===== src/rtl/somador_dr_seq.sv =====
// somador_dr_seq: dual-rail sequential adder, K logical bits per clock, NULL (all-zero) outputs outside DONE
module somador_dr_seq #(
    parameter int N = 8,
    parameter int K = 2
) (
    input  logic           clk,
    input  logic           rst_n,
    input  logic           in_valid,
    output logic           in_ready,
    input  logic [2*N-1:0] A,
    input  logic [2*N-1:0] B,
    input  logic [1:0]     Cin,
    output logic [2*N-1:0] S,
    output logic [1:0]     Cout,
    output logic           out_valid,
    input  logic           out_ready,
    output logic           erro
);
    localparam int NC = N / K;
    localparam int JW = NC > 1 ? $clog2(NC) : 1;

    typedef enum logic [1:0] {IDLE, BUSY, DONE} state_t;
    state_t state, state_nx;

    logic [N-1:0]   a_r, b_r, a_d, b_d;
    logic [2*N-1:0] res, res_nx;
    logic [1:0]     cout_r;
    logic           carry, erro_r, legal, last, c_nx;
    logic [JW-1:0]  j;
    logic [K-1:0]   s_k;
    logic [2*K-1:0] s_enc;

    always_comb begin
        legal = Cin[1] ^ Cin[0];
        a_d = '0;
        b_d = '0;
        for (int i = 0; i < N; i++) begin
            a_d[i] = A[2*i+1];
            b_d[i] = B[2*i+1];
            legal = legal & (A[2*i+1] ^ A[2*i]) & (B[2*i+1] ^ B[2*i]);
        end
    end

    // operands shift right each chunk so the active chunk is always the low K bits
    assign {c_nx, s_k} = {1'b0, a_r[K-1:0]} + {1'b0, b_r[K-1:0]} + {{K{1'b0}}, carry};

    always_comb begin
        s_enc = '0;
        for (int i = 0; i < K; i++) s_enc[2*i +: 2] = {s_k[i], ~s_k[i]};
    end

    // result fills from the top so chunk 0 ends up in the low pairs after N/K shifts
    if (K == N) begin : g_full
        assign res_nx = s_enc;
    end else begin : g_part
        assign res_nx = {s_enc, res[2*N-1:2*K]};
    end

    assign last = j == JW'(NC - 1);

    always_comb
        state_nx = (state == IDLE && in_valid) ? (legal ? BUSY : DONE) :
                   (state == BUSY && last)     ? DONE :
                   (state == DONE && out_ready) ? IDLE : state;

    always_ff @(posedge clk or negedge rst_n) begin
        if (!rst_n) begin
            state  <= IDLE;
            a_r    <= '0;
            b_r    <= '0;
            res    <= '0;
            cout_r <= '0;
            carry  <= 1'b0;
            erro_r <= 1'b0;
            j      <= '0;
        end else begin
            state <= state_nx;
            if (state == IDLE && in_valid) begin
                a_r    <= a_d;
                b_r    <= b_d;
                carry  <= Cin[1];
                res    <= '0;
                cout_r <= '0;
                erro_r <= ~legal;
                j      <= '0;
            end else if (state == BUSY) begin
                a_r   <= a_r >> K;
                b_r   <= b_r >> K;
                carry <= c_nx;
                res   <= res_nx;
                j     <= j + 1'b1;
                if (last) cout_r <= {c_nx, ~c_nx};
            end
        end
    end

    assign in_ready  = state == IDLE;
    assign out_valid = state == DONE;
    assign S         = out_valid ? res : '0;
    assign Cout      = out_valid ? cout_r : 2'b00;
    assign erro      = out_valid & erro_r;
endmodule


===== config.mk =====
export PLATFORM = sky130hd
export DESIGN_NAME = somador_dr_seq
export DESIGN_NICKNAME = d
export VERILOG_FILES = /design/src/rtl/somador_dr_seq.sv
export SDC_FILE = /design/constraint.sdc
export NUM_CORES = 1
export LEC_CHECK = 0
export CAP_MARGIN = 30
export CORE_ASPECT_RATIO = 0.75
export CORE_UTILIZATION = 51
export DETAILED_ROUTE_END_ITERATION = 16
export GPL_ROUTABILITY_DRIVEN = 0
export HOLD_SLACK_MARGIN = 0.02
export PLACE_DENSITY = 0.87
export SLEW_MARGIN = 10
export SYNTH_ARGS = -nofsm -noshare
export SYNTH_HDL_FRONTEND = slang
export SYNTH_SLANG_ARGS = --single-unit

===== constraint.sdc =====
create_clock -name clk -period 3.33 [get_ports clk]
set_input_delay 0.666 -clock clk [delete_from_list [all_inputs] [get_ports clk]]
set_output_delay 0.666 -clock clk [all_outputs]
set_load 0.02 [all_outputs]

==> results of run 1 <==
==> layer usage <==
metal  GRT usage  up-vias
li1            -      848
met1       0.331      864
met2       0.391       69
met3      0.0664        9
met4       0.105        0
met5           0        -
==> per-stage QoR <==
stage / hold WS, ns / power, mW / std cells / util
2_1_floorplan: 0.370 / 0.684 / 224 / -
3_3_place_gp: 0.460 / 0.785 / 324 / 0.703
3_5_place_dp: 0.465 / 0.795 / 324 / 0.703
4_1_cts: 0.484 / 1.18 / 332 / 0.732
5_1_grt: 0.183 / 1.23 / 333 / 0.738
6_report: 0.189 / 1.18 / 333 / 0.738
==> worst max-delay path, cell delays in order (launching register included) <==
cell	delay, ns
sky130_fd_sc_hd__dfrtp_1	0.50
sky130_fd_sc_hd__nor2b_1	0.17
sky130_fd_sc_hd__buf_4	0.20
sky130_fd_sc_hd__and2_1	0.16
sky130_fd_sc_hd__clkdlybuf4s50_1	0.61
==> synth_stat cells, drive strengths merged <==
master	count	area share
nor2b	2	0.0062
clkbuf	3	0.0056
buf	10	0.030
a31oi	1	0.0031
ha	1	0.0062
nand3	3	0.0074
a22oi	12	0.044
nand2b	1	0.0031
xor2	2	0.0086
nor2	7	0.014
nor3	2	0.0074
nand4	1	0.0031
o21ai	22	0.054
dfrtp	40	0.49
a21oi	4	0.0099
and2b	1	0.0049
o22ai	1	0.0031
fa	2	0.020
inv	1	0.0019
nand2	69	0.13
xnor2	15	0.065
and2	19	0.059
o21a	1	0.0037
nor4	4	0.019
==> path summary, 6_finish.rpt <==
kind,start,to
max,state[1]$_DFFE_PN0P_,S[2]
min,rst_n,res[14]$_DFFE_PN0P_
max reg2reg,state[1]$_DFFE_PN0P_,carry$_DFFE_PN0P_
min reg2reg,a_r[2]$_DFFE_PN0P_,a_r[2]$_DFFE_PN0P_
max in group asynchronous,rst_n,b_r[3]$_DFFE_PN0P_
min in group clk,a_r[2]$_DFFE_PN0P_,a_r[2]$_DFFE_PN0P_
==> layout make-up <==
type / count / share of cell area
repair buffers: 62 / 0.225
inverters: 1 / 0.00136
clock inverters: 2 / 0.0127
flip-flops and latches: 40 / 0.364
well taps: 52 / 0.0236
multi-input cells: 170 / 0.348
clock buffers: 6 / 0.0264
==> power by group <==
group          switching [mW]  internal (mW)  leakage [nW]
Sequential             0.0348          0.530         0.522
Combinational           0.116          0.112         0.589
Clock                   0.166          0.222        0.0552
Total                   0.317          0.864          1.17
==> state kept, by name, indices dropped and copies added, names as in the netlist <==
name,cells
res,16
state,2
b_r,8
cout_r,2
carry,1
erro_r,1
a_r,8
j,2
==> kinds of logic after synthesis <==
family / after synthesis
simple gates: 109
compound gates: 41
flops: 40
xor+xnor: 17
buf+inv: 14
fa+ha+maj: 3
==> flow_metrics.tcl, run 1 <==
set metrics [dict create \
    synth.lib_cells_used.distinct 29 \
    netlist_area_sq_um 2030 \
    clock_insertion_delay_worst_skew_ns 0.30 \
    wl_met3_um 268 \
    synthXorXnorAreaFrac 0.0735 \
    yosys.area_share.adder 0.0259 \
    finish.net_count 321 \
    cts.sinks 40 \
    finClkSkew_ns 0.00641 \
    regToRegSetupSlack_ns 1.67 \
    clk_pin_slew_worst_paths_ns 0.08 \
    setup_repair_after_global_routing_missed_its_margin "no" \
    path_class "flop to output pin" \
    dr.pass1.iters 5 \
    post-cts-setup-buffers 0 \
    final_cell_mix "sky130_fd_sc_hd__nand2_1, sky130_fd_sc_hd__clkdlybuf4s50_1, sky130_fd_sc_hd__dfrtp_1" \
    design.portCount 59 \
    seq_area_frac_synth 0.494 \
    grt_pass1_vias 1705 \
    cts_tree "yes" \
    place_area_sq_um 2630 \
    wl_met2_um 2270 \
    post_synth_inst_count 224 \
    r2r_cells 3 \
    drc 0 \
    clock-root-buffer "sky130_fd_sc_hd__clkbuf_8" \
    wl_um 4700 \
    p_per_area_nw_per_um2 429 \
    avgRoutedWirePerCell_um 14.1 \
    synthSimpleGateAreaFrac 0.251 \
    clock_tree.buffer_depth 2 \
    final_common_cell "sky130_fd_sc_hd__nand2_1" \
    core_area_sq_um 3730 \
    chipWidth_um 74.8 \
    timing.fmax_ghz 0.384 \
    layout.filler_cells 304 \
    status "complete, no violations" \
    end_kind "output pin" \
    multi_input_comb_area_sq_um 957 \
    number_of_antenna_violations_at_the_first_check_in_global_routing 0 \
    final_antenna_net_count 0 \
    post_cts_hold_buffer_count 0 \
    period_needed_ns 2.61 \
    die_height_um 56.6 \
    synth_mux_area_frac 0 \
    final_instance_area_sq_um 2750 \
    post-place-ws_ns 1.04 \
    highest-signal-layer "met4" \
    synth_compound_area_frac 0.119 \
    io_buffer_count 58 \
    fin_setup_tns_ns 0 \
    crit_path_max_fanout 20 \
    yosys_register_bits 40 \
    post_route_cells_drive_above_1_share 0.0605 \
    timing.final.ws_setup_ns 0.723 \
    worstHoldPathType "primary input to async pin" \
    drt_via_density 5.38 \
    grt_max_degree 41 \
    first_iter_violations 125 \
    required_time_at_the_worst_slack_endpoint_ns 2.66 \
    globalRoute.totalOverflow 0 \
    warnings_synthesis 0 \
    syn-num-nets 265 \
    vdd.ir_drop.worst_mv 0.348 \
    avgSynthCellArea_sq_um 9.05 \
    syn2layout_area_growth_pct 35.8 \
    num_vias 1790 \
    cts_buffers 5 \
    max_cap_violations 0 \
    htree_levels 2 \
    cts_resized 0 \
    timing.max_slew.rel_slack 0.389 \
    wire_length_of_the_first_global_routing_pass_um 7710 \
    final_min_period_over_clock_period 0.783 \
    place.detailed.hpwl_um 3440 \
    area.sequential_sq_um 1000 \
    num_rows 19 \
    synth_top_family_by_area "simple AND/OR/NAND/NOR gates" \
    cp_data_arrival_time_ns 1.94 \
    timing.critical_path.from_type "flop" \
    dieArea_sq_um 4230 \
    timing.final.max_slew_violations 0 \
    initial_core_utilization 0.543 \
    worst_pin_slew_ns 0.917 \
    global_route.usage.total 0.251 \
    report.final.setup_viol 0 \
    hold_viol 0 \
    wl_met1_um 2070 \
    antenna_cells_inserted 0 \
    p_leak_nw 1.17 \
]
Power figures use the tool's default switching activity.
==> run 2, diff against run 1 <==
Settings changed: CORE_UTILIZATION 51 to 47, PLACE_DENSITY 0.87 to 0.81.
Clock period 3.33 ns to 2.4 ns, I/O delays scaled along.
==> flow_metrics.tcl, run 2 (synthesis gave the netlist of run 1 again) <==
set metrics [dict create \
    drt_via_density 5.13 \
    path_class "flop to output pin" \
    required_time_at_the_worst_slack_endpoint_ns 1.92 \
    worst_pin_slew_ns 0.942 \
    post-cts-setup-buffers 0 \
    io_buffer_count 58 \
    clock-root-buffer "sky130_fd_sc_hd__clkbuf_8" \
    wl_um 4600 \
    number_of_antenna_violations_at_the_first_check_in_global_routing 0 \
    timing.final.max_slew_violations 0 \
    finish.net_count 323 \
    worstHoldPathType "flop to flop" \
    worstPathCellList "nor2b_1 -> buf_4 -> and2_1 -> clkdlybuf4s50_1" \
    clk_pin_slew_worst_paths_ns 0.08 \
    core_area_sq_um 4100 \
    avgRoutedWirePerCell_um 13.6 \
    globalRoute.totalOverflow 0 \
    final_min_period_over_clock_period 0.976 \
    postLayoutCoreUtil 0.683 \
    dieArea_sq_um 4580 \
    reg_top3 "res (16), a_r (8), b_r (8)" \
    p_leak_nw 1.36 \
    regMostFlops "res" \
    syn2layout_area_growth_pct 38.2 \
    end_kind "output pin" \
    crit_path_max_fanout 20 \
    chipWidth_um 77.8 \
    p_per_area_nw_per_um2 589 \
    final_antenna_net_count 0 \
    final_cell_mix "sky130_fd_sc_hd__nand2_1, sky130_fd_sc_hd__clkdlybuf4s50_1, sky130_fd_sc_hd__dfrtp_1" \
    post_route_cells_drive_above_1_share 0.0707 \
    status "complete, no violations" \
    finClkSkew_ns 0.00595 \
    cts_buffers 5 \
    design.portCount 59 \
    global_route.usage.total 0.226 \
    report.final.setup_viol 0 \
    cts_tree "yes" \
    antenna_cells_inserted 0 \
    timing.fmax_ghz 0.427 \
    period_needed_ns 2.34 \
    slowest_stage "sky130_fd_sc_hd__clkdlybuf4s50_1" \
    clock_tree.buffer_depth 2 \
    clock_insertion_delay_worst_skew_ns 0.31 \
    htree_levels 2 \
    cp_data_arrival_time_ns 1.86 \
    drc 0 \
    fin_setup_tns_ns 0 \
    place.detailed.hpwl_um 3220 \
    timing.max_slew.rel_slack 0.372 \
    vdd.ir_drop.worst_mv 0.362 \
    grt_pass1_vias 1566 \
    timing.critical_path.from_type "flop" \
    layout.filler_cells 345 \
    die_height_um 58.9 \
    num_rows 20 \
    cts.sinks 40 \
    max_cap_violations 0 \
    hold_ws_ns 0.482 \
    regToRegSetupSlack_ns 0.77 \
    initial_core_utilization 0.494 \
    first_iter_violations 120 \
    grt_max_degree 41 \
    final_common_cell "sky130_fd_sc_hd__nand2_1" \
    wire_length_of_the_first_global_routing_pass_um 7690 \
    num_vias 1734 \
    slowest_delay_ns 0.60 \
    largest_register_ff_count 16 \
    hold_viol 0 \
    dr.pass1.iters 4 \
]
-- run 2: cell count changes in the layout (fill, tap and decap cells not counted), sizes merged --
cell,before,now
clkbuf,6,5
dlygate4sd2,0,2
buf,5,6
dlygate4sd3,0,1
clkinvlp,0,1
dlymetal6s2s,0,10
clkdlybuf4s50,57,45
-- run 2: critical path, delay by kind of cell, from the launching register on --
family	cells	cell delay [ns]
buf+inv	2	0.81
flops	1	0.47
simple gates	2	0.28
-- run 2: worst paths after layout --
path / depth (start not counted) / startpoint / end
max in group asynchronous: 3 / rst_n / state[0]$_DFFE_PN0P_
min in group asynchronous: 2 / rst_n / res[10]$_DFFE_PN0P_
worst max register to register: 4 / state[1]$_DFFE_PN0P_ / res[12]$_DFFE_PN0P_
worst max-delay path: 4 / state[0]$_DFFE_PN0P_ / Cout[0]
worst min-delay path: 2 / a_r[2]$_DFFE_PN0P_ / a_r[2]$_DFFE_PN0P_
worst min register to register: 2 / a_r[2]$_DFFE_PN0P_ / a_r[2]$_DFFE_PN0P_
-- run 2: timing repair --
item	4_1_cts	5_1_grt
hold buffers	0	1
gates resized for setup	2	11
endpoints found under the hold margin	0	2
setup endpoints to repair	2	17
cloned	0	0
-- run 2: layer usage --
metal	track usage	share of wire	vias to the layer above
met1	0.316	0.46	805
met5	0	0	-
met2	0.327	0.45	67
met3	0.0636	0.065	9
li1	-	-	853
met4	0.105	0.020	0
-- run 2: where the power goes --
group	internal (mW)	switching (mW)
Clock	0.308	0.247
Combinational	0.158	0.162
Sequential	0.735	0.0412
-- run 2: layout make-up --
type / instances / area [sq um] / area share
repair buffers: 64 / 658 / 0.235
well taps: 55 / 68.8 / 0.0246
flip-flops and latches: 40 / 1000 / 0.358
multi-input cells: 170 / 957 / 0.342
clock inverters: 3 / 42.5 / 0.0152
clock buffers: 5 / 68.8 / 0.0246
inverters: 1 / 3.75 / 0.00134
-- run 2: stage by stage --
| stage | total power, mW | std cells | worst slack (ns) | instance area [sq um] |
|---|---|---|---|---|
| after detailed placement | 1.10 | 328 | 0.321 | 2640 |
| final | 1.65 | 338 | 0.0569 | 2800 |
| after global placement | 1.09 | 328 | 0.399 | 2640 |
| after CTS | 1.65 | 336 | 0.0216 | 2750 |
| after floorplan | 0.949 | 224 | 0.699 | 2030 |
| after global routing | 1.73 | 338 | -0.0352 | 2800 |
==> run 3, diff against run 2 <==
==> constraint.sdc (replaced) <==
create_clock -name clk -period 2.4 [get_ports clk]
set_input_delay 0.72 -clock clk [delete_from_list [all_inputs] [get_ports clk]]
set_output_delay 0.72 -clock clk [all_outputs]
set_load 0.02 [all_outputs]
==> flow_metrics.tcl, run 3 (synthesis gave the netlist of run 1 again) <==
set metrics [dict create \
    status "complete, no violations" \
    timing.critical_path.from_type "flop" \
    required_time_at_the_worst_slack_endpoint_ns 1.68 \
    antenna_cells_inserted 0 \
    htree_levels 2 \
    wire_length_of_the_first_global_routing_pass_um 7610 \
    fin_setup_tns_ns 0 \
    grt_max_degree 41 \
    drc 0 \
    p_seq_frac 0.472 \
    swShare 0.269 \
    end_kind "output pin" \
    final_min_period_over_clock_period 0.925 \
    hold_ws_ns 0.467 \
    max_cap_violations 0 \
    reg_top3 "res (16), a_r (8), b_r (8)" \
    report.final.setup_viol 0 \
    cts_tree "yes" \
    clk_pin_slew_worst_paths_ns 0.08 \
    p_leak_nw 1.29 \
    dieArea_sq_um 4580 \
    final_antenna_net_count 0 \
    largest_register_ff_count 16 \
    crit_path_max_fanout 20 \
    chipWidth_um 77.8 \
    place.detailed.hpwl_um 3350 \
    cell_internal_pwr_mw 1.20 \
    final_common_cell "sky130_fd_sc_hd__nand2_1" \
    instances_no_fill 340 \
    p_per_area_nw_per_um2 594 \
    timing.fmax_ghz 0.450 \
    timing.max_slew.rel_slack 0.668 \
    worstHoldPathType "primary input to async pin" \
    finClkSkew_ns 0.00434 \
    critPathBufInv 2 \
    avgRoutedWirePerCell_um 13.8 \
    dr.pass1.iters 4 \
    grt_pass1_vias 1621 \
    comb_power_share 0.191 \
    timing.final.max_slew_violations 0 \
    clock_insertion_delay_worst_skew_ns 0.30 \
    finish.net_count 325 \
    clock_tree.buffer_depth 2 \
    worstPathCellList "nor2b_1 -> buf_4 -> and2_1 -> dlygate4sd2_1" \
    post_route_cells_drive_above_1_share 0.0772 \
    final_cell_mix "sky130_fd_sc_hd__nand2_1, sky130_fd_sc_hd__dfrtp_1, sky130_fd_sc_hd__clkdlybuf4s50_1" \
    io_buffer_count 58 \
    initial_core_utilization 0.494 \
    hold_viol 0 \
    syn2layout_area_growth_pct 36.5 \
    final_instance_area_sq_um 2770 \
    first_iter_violations 55 \
    setup_repair_after_global_routing_missed_its_margin "no" \
    drt_via_density 5.14 \
    clock-root-buffer "sky130_fd_sc_hd__clkbuf_8" \
    cts_buffers 5 \
    die_height_um 58.9 \
    period_needed_ns 2.22 \
    critical-path-top-delay-family "buffers and inverters" \
    num_rows 20 \
    vdd.ir_drop.worst_mv 0.398 \
    regMostFlops "res" \
    numPlacedInstances 331 \
    slowest_stage "sky130_fd_sc_hd__dfrtp_1" \
    cts.sinks 40 \
    clock_power_share 0.337 \
    design.portCount 59 \
    cp_data_arrival_time_ns 1.50 \
    num_vias 1748 \
    number_of_antenna_violations_at_the_first_check_in_global_routing 0 \
    slowest_delay_ns 0.39 \
    place_area_sq_um 2660 \
    worst_pin_slew_ns 0.499 \
    path_class "flop to output pin" \
    core_area_sq_um 4100 \
    wl_um 4680 \
    global_route.usage.total 0.224 \
    power_switching_mw 0.443 \
    globalRoute.totalOverflow 0 \
]
[run 3: changes by cell type in the layout (fill, tap and decap cells not counted), sizes merged]
cell and delta:
dlygate4sd2 +17, clkdlybuf4s50 -9, dlymetal6s2s -8, buf +3, clkinv +1, clkinvlp -1
dlygate4sd3 -1
[run 3: worst register-to-register path: stages, from the launching register on]
cell                      delay [ns]
sky130_fd_sc_hd__dfrtp_1        0.37
sky130_fd_sc_hd__buf_4          0.17
sky130_fd_sc_hd__and2b_4        0.50
sky130_fd_sc_hd__nor2_2         0.12
sky130_fd_sc_hd__buf_4          0.19
sky130_fd_sc_hd__nand2_1        0.09
sky130_fd_sc_hd__nand2_1        0.06
[run 3: power by group through the flow]
stage	registers, mW	logic (mW)	clock network, mW
detailed placement	0.787	0.316	0
global route	0.784	0.349	0.597
global placement	0.786	0.311	0
CTS	0.775	0.315	0.571
floorplan	0.780	0.170	0
finish	0.776	0.314	0.554
[run 3: timing repair]
item / CTS / global route
gates cloned: 0 / 0
pin swaps: 0 / 0
setup endpoints to repair: 19 / 2
gates resized for setup: 19 / 2
hold buffers: 0 / 0
setup buffers: 0 / 0
[run 3: stage by stage]
| stage | utilization | total power, mW | worst slack (ns) |
|---|---|---|---|
| detailed placement | 0.648 | 1.10 | 0.165 |
| global placement | 0.648 | 1.10 | 0.209 |
| CTS | 0.670 | 1.66 | 0.0320 |
| global route | 0.674 | 1.73 | 0.0734 |
| floorplan | - | 0.949 | 0.459 |
| finish | 0.674 | 1.64 | 0.179 |
[run 3: final cells by class]
cell class              instances  area (sq um)
clock buffers                   5          68.8
clock inverters                 3          47.5
fillers                       350          1340
inverters                       1          3.75
multi-input cells             170           957
flip-flops and latches         40          1000
well taps                      55          68.8
repair buffers                 66           621
[run 3: final timing paths]
path	end	depth (start not counted)	slack (ns)	start
setup / recovery	S[13]	4	0.18	state[0]$_DFFE_PN0P_
setup reg to reg	b_r[3]$_DFFE_PN0P_	6	0.78	state[1]$_DFFE_PN0P_
max in group asynchronous	b_r[2]$_DFFE_PN0P_	2	1.58	rst_n
min in group clk	a_r[3]$_DFFE_PN0P_	2	0.48	a_r[3]$_DFFE_PN0P_
hold / removal	res[6]$_DFFE_PN0P_	2	0.47	rst_n
hold reg to reg	a_r[3]$_DFFE_PN0P_	2	0.48	a_r[3]$_DFFE_PN0P_
[run 3: layer usage]
metal  vias to the layer above  wire length [um]  GRT usage
li1                        852                 -          -
met1                       824              2120      0.297
met2                        63              2220      0.350
met3                         9               264     0.0574
met4                         0                70      0.105
met5                         -                 0          0
